## src/rtl/shift_engine.sv

```systemverilog
// rtl/shift_engine.sv - parametrised serial/parallel shift engine for the UART datapath
// Parallel load starts a frame of WIDTH en-qualified shifts; direction and rotate mode are latched at load.
module shift_engine #(
    parameter int WIDTH = 8
) (
    input  logic             clk,
    input  logic             rst,
    input  logic             en,
    input  logic             ld,
    input  logic             dir_sel,
    input  logic             rot,
    input  logic             sin,
    input  logic [WIDTH-1:0] in_parallel,
    output logic [WIDTH-1:0] out,
    output logic             sout,
    output logic             busy,
    output logic             done
);

    localparam int CW = $clog2(WIDTH + 1);
    localparam logic [CW-1:0] LAST = CW'(WIDTH - 1);

    typedef enum logic {
        IDLE  = 1'b0,
        SHIFT = 1'b1
    } state_e;

    state_e           state_q, state_d;
    logic [WIDTH-1:0] buf_q, buf_d, shifted;
    logic [CW-1:0]    cnt_q, cnt_d;
    logic             dir_q, dir_d;
    logic             rot_q, rot_d;
    logic             done_q, done_d;
    logic             left_in, right_in;

    // Bit entering the vacated end: the outgoing bit in rotate mode, sin otherwise.
    assign left_in  = rot_q ? buf_q[WIDTH-1] : sin;
    assign right_in = rot_q ? buf_q[0]       : sin;

    generate
        if (WIDTH == 1) begin : g_w1
            assign shifted = left_in;
        end else begin : g_wn
            assign shifted = dir_q ? {buf_q[WIDTH-2:0], left_in}
                                   : {right_in, buf_q[WIDTH-1:1]};
        end
    endgenerate

    always_ff @(posedge clk or negedge rst) begin
        if (!rst) begin
            state_q <= IDLE;
            buf_q   <= '0;
            cnt_q   <= '0;
            dir_q   <= 1'b0;
            rot_q   <= 1'b0;
            done_q  <= 1'b0;
        end else begin
            state_q <= state_d;
            buf_q   <= buf_d;
            cnt_q   <= cnt_d;
            dir_q   <= dir_d;
            rot_q   <= rot_d;
            done_q  <= done_d;
        end
    end

    always_comb begin
        state_d = state_q;
        buf_d   = buf_q;
        cnt_d   = cnt_q;
        dir_d   = dir_q;
        rot_d   = rot_q;
        done_d  = 1'b0;
        if (ld) begin
            // Load wins over shifting and silently aborts any frame in flight.
            state_d = SHIFT;
            buf_d   = in_parallel;
            cnt_d   = '0;
            dir_d   = dir_sel;
            rot_d   = rot;
        end else if (state_q == SHIFT && en) begin
            buf_d = shifted;
            if (cnt_q == LAST) begin
                cnt_d   = '0;
                state_d = IDLE;
                done_d  = 1'b1;
            end else begin
                cnt_d = cnt_q + CW'(1);
            end
        end
    end

    assign out  = buf_q;
    assign sout = dir_q ? buf_q[WIDTH-1] : buf_q[0];
    assign busy = (state_q == SHIFT);
    assign done = done_q;

endmodule

```

## config.mk

```make
export PLATFORM = sky130hd
export DESIGN_NAME = shift_engine
export DESIGN_NICKNAME = d
export VERILOG_FILES = /design/src/rtl/shift_engine.sv
export SDC_FILE = /design/constraint.sdc
export NUM_CORES = 1
export LEC_CHECK = 0
export CORE_ASPECT_RATIO = 1.2
export CORE_MARGIN = 8
export CORE_UTILIZATION = 40
export CTS_CLUSTER_SIZE = 12
export DETAILED_ROUTE_END_ITERATION = 6
export GPL_ROUTABILITY_DRIVEN = 0
export HOLD_SLACK_MARGIN = 0.1
export PLACE_DENSITY = 0.69
export SLEW_MARGIN = 10
export SYNTH_ARGS = -nofsm -noshare
export SYNTH_HDL_FRONTEND = slang
export SYNTH_SLANG_ARGS = --single-unit
```

## constraint.sdc

```tcl
create_clock -name clk -period 1.2 [get_ports clk]
set_input_delay 0.36 -clock clk [delete_from_list [all_inputs] [get_ports clk]]
set_output_delay 0.36 -clock clk [all_outputs]
set_load 0.05 [all_outputs]
```

==> metrics <==
status=complete, but fails checks; failing checks=negative setup slack; Starting Density=0.413; Inserted Diodes=0; max frequency=653 MHz; final setup fails=22; synthesized area per cell=10.6 um2; num ports=26; TritonCTS clock tree=built; nets=148; area leader, netlist=dfrtp_1; R2R setup slack=-160 ps; largest net degree at the start of global routing=17; Hold/Removal Path Class=in -> async; Inst Count DP=132; CTS Buf Count=3; number of global-route vias before repair=891; CP required=840 ps; period utilization=1.28; number of synthesis warnings=0; #FFs+latches synth=16; Die Y=65.9 um; Post-synth top cells=dfrtp_1 (16), mux2_2 (10), nand2_1 (9); die width=57.5 um; final setup margin=-332 ps; Clk network pwr share=0.190; Buffers on Ports=25; Crit path depth=2; hold_ws=387 ps; Netlist cell types=22; Root Driver=clkbuf_4; router iterations before antenna repair=4; Wirelength per Cell=17.6 um; Cells after Synth=78; worst-path fanout max=2; number of synthesized flops with an enable pin=0; drt total wl=2660 um; Bufs and invs on worst path=1; crit path launch type=register; R2R Path End=cnt_q[0]$_DFFE_PN0P_; most common cell in the synthesized netlist=dfrtp_1; Rel. slew slack=0.868; clk sinks=16; register area share after synthesis=0.483; first-pass GRT wire length=4210 um; hpwl dp=1630 um; Slew @ Worst Pin=197 ps; Pwr Total=1.68 mW; total power divided by cell area=1060 nW/um2; Iter 0 DRT Violations=21; via count=827; Async SR Flop Fraction=1.00; Comb power frac=0.431; GRT overflow=0; Reg2Reg Launch Point=cnt_q[0]$_DFFE_PN0P_; RSZ-0062 raised after global routing=yes; CP Cell Sequence=mux2_4 > buf_6; worst skew pair latency=290 ps; Max-cap violations=0; Worst Setup EP=sout; Vias/cell=5.48; cells on worst reg2reg path=4; Switching Fraction=0.333; antenna violations before repair=0; Mapped Nets=94; top_reg_cell synth=dfrtp_1; switching power=0.559 mW; peak supply drop=0.917 mV; skew final=0.777 ps; Pins Over Slew Limit=0; Post-DRT Antenna Nets=0; minimum clock period=1530 ps; Int Pwr=1.12 mW; share of cells above drive strength 1=0.565; Die Area=3790 um2; CP top delay family=flip-flops; Post-Route Utilization=0.790; synth top area cells=dfrtp_1 (48%), mux2_2 (14%), mux2i_1 (8.5%); Worst path max stage delay=410 ps; Row Count=18; Hold Vio Cnt, Final=0; drt drc=0; Worst Setup End Kind=primary output; mapped cell area=828 um2; Non-Filler Instances=151; Layout area overhead=91.1%; H-tree depth=1; GRT Overall Usage=0.141; Seq pwr share=0.378; Synth top area share=0.483; Reg clk slew, reported paths=100 ps; Worst Setup SP=dir_q$_DFFE_PN0P_; pre-CTS setup slack=-401 ps; slowest stage cell on the critical path=dfrtp_1; WS Path Type=reg -> out; WP data arrival=1170 ps; Longest Clk Path Bufs=2; Core ar.=2000 um2; Pleak=0.710 nW
[cell type report]
| type | instances | area, um2 |
|---|---|---|
| multi-input combinational | 58 | 489 |
| clock buffer | 4 | 26.3 |
| fill | 125 | 422 |
| sequential | 16 | 410 |
| tap | 20 | 25.0 |
| timing repair buffer | 53 | 632 |
[power groups by stage]
stage,logic [mW],clock network [mW],registers (mW)
3_3_place_gp,0.560,0,0.651
6_report,0.725,0.320,0.636
5_1_grt,0.768,0.331,0.640
3_5_place_dp,0.568,0,0.651
2_1_floorplan,0.176,0,0.749
4_1_cts,0.680,0.306,0.632
[metrics by stage]
| stage | setup TNS, ps | area [um2] |
|---|---|---|
| CTS | -1550 | 1520 |
| floorplan | -194 | 858 |
| detailed placement | -4330 | 1320 |
| finish | -2010 | 1580 |
| global placement | -4010 | 1320 |
| global route | -2750 | 1580 |
[how the worst min path moves through the flow]
| stage | slack (ps) | end | cells past startpoint | start |
|---|---|---|---|---|
| after global placement | 540 | cnt_q[3]$_DFFE_PN0P_ | 2 | cnt_q[3]$_DFFE_PN0P_ |
| after detailed placement | 560 | rot_q$_DFFE_PN0P_ | 1 | rot_q$_DFFE_PN0P_ |
| final | 390 | out[7]$_DFFE_PN0P_ | 2 | rst |
| after global routing | 410 | cnt_q[0]$_DFFE_PN0P_ | 2 | rst |
| after floorplan | 60 | busy$_DFFE_PN0P_ | 0 | rst |
| after CTS | 400 | out[1]$_DFFE_PN0P_ | 2 | rst |
[repair_timing]
action,CTS,global route
setup endpoints to repair,21,24
resized for setup,17,17
pin swaps,8,7
buffers inserted,13,4
gates cloned,1,0
endpoints found under the hold margin,0,0
hold buffers,0,0
[registers in the layout, indices dropped and copies added (netlist names)]
name / count
dir_q: 1
done: 1
busy: 1
cnt_q: 4
out: 8
rot_q: 1
[cell families after synthesis]
logic type      count (synthesis)  synth area share
mux                            17             0.221
fa+ha+maj                       1            0.0151
simple gates                   22             0.134
buf+inv                         4            0.0212
flops                          16             0.483
xor+xnor                        1            0.0106
compound gates                 17             0.115
[cell usage in the layout (no fill, tap or decap), drive strengths merged, types with 2 or more instances in the layout]
cell	n
buf	38
dfrtp	16
clkdlybuf4s50	13
mux2	10
nand2	10
mux2i	7
o21ai	7
a21oi	7
clkbuf	4
nand3	3
nor2	2
nor2b	2
[per-layer routing]
metal  global-route usage  routed length [um]  vias to the layer above
met1                0.168                1120                      411
met4               0.0627                  61                        0
met5                    0                   0                        -
met2                0.236                1390                       24
li1                     -                   -                      386
met3               0.0350                  91                        6
Power figures use the tool's default switching activity.
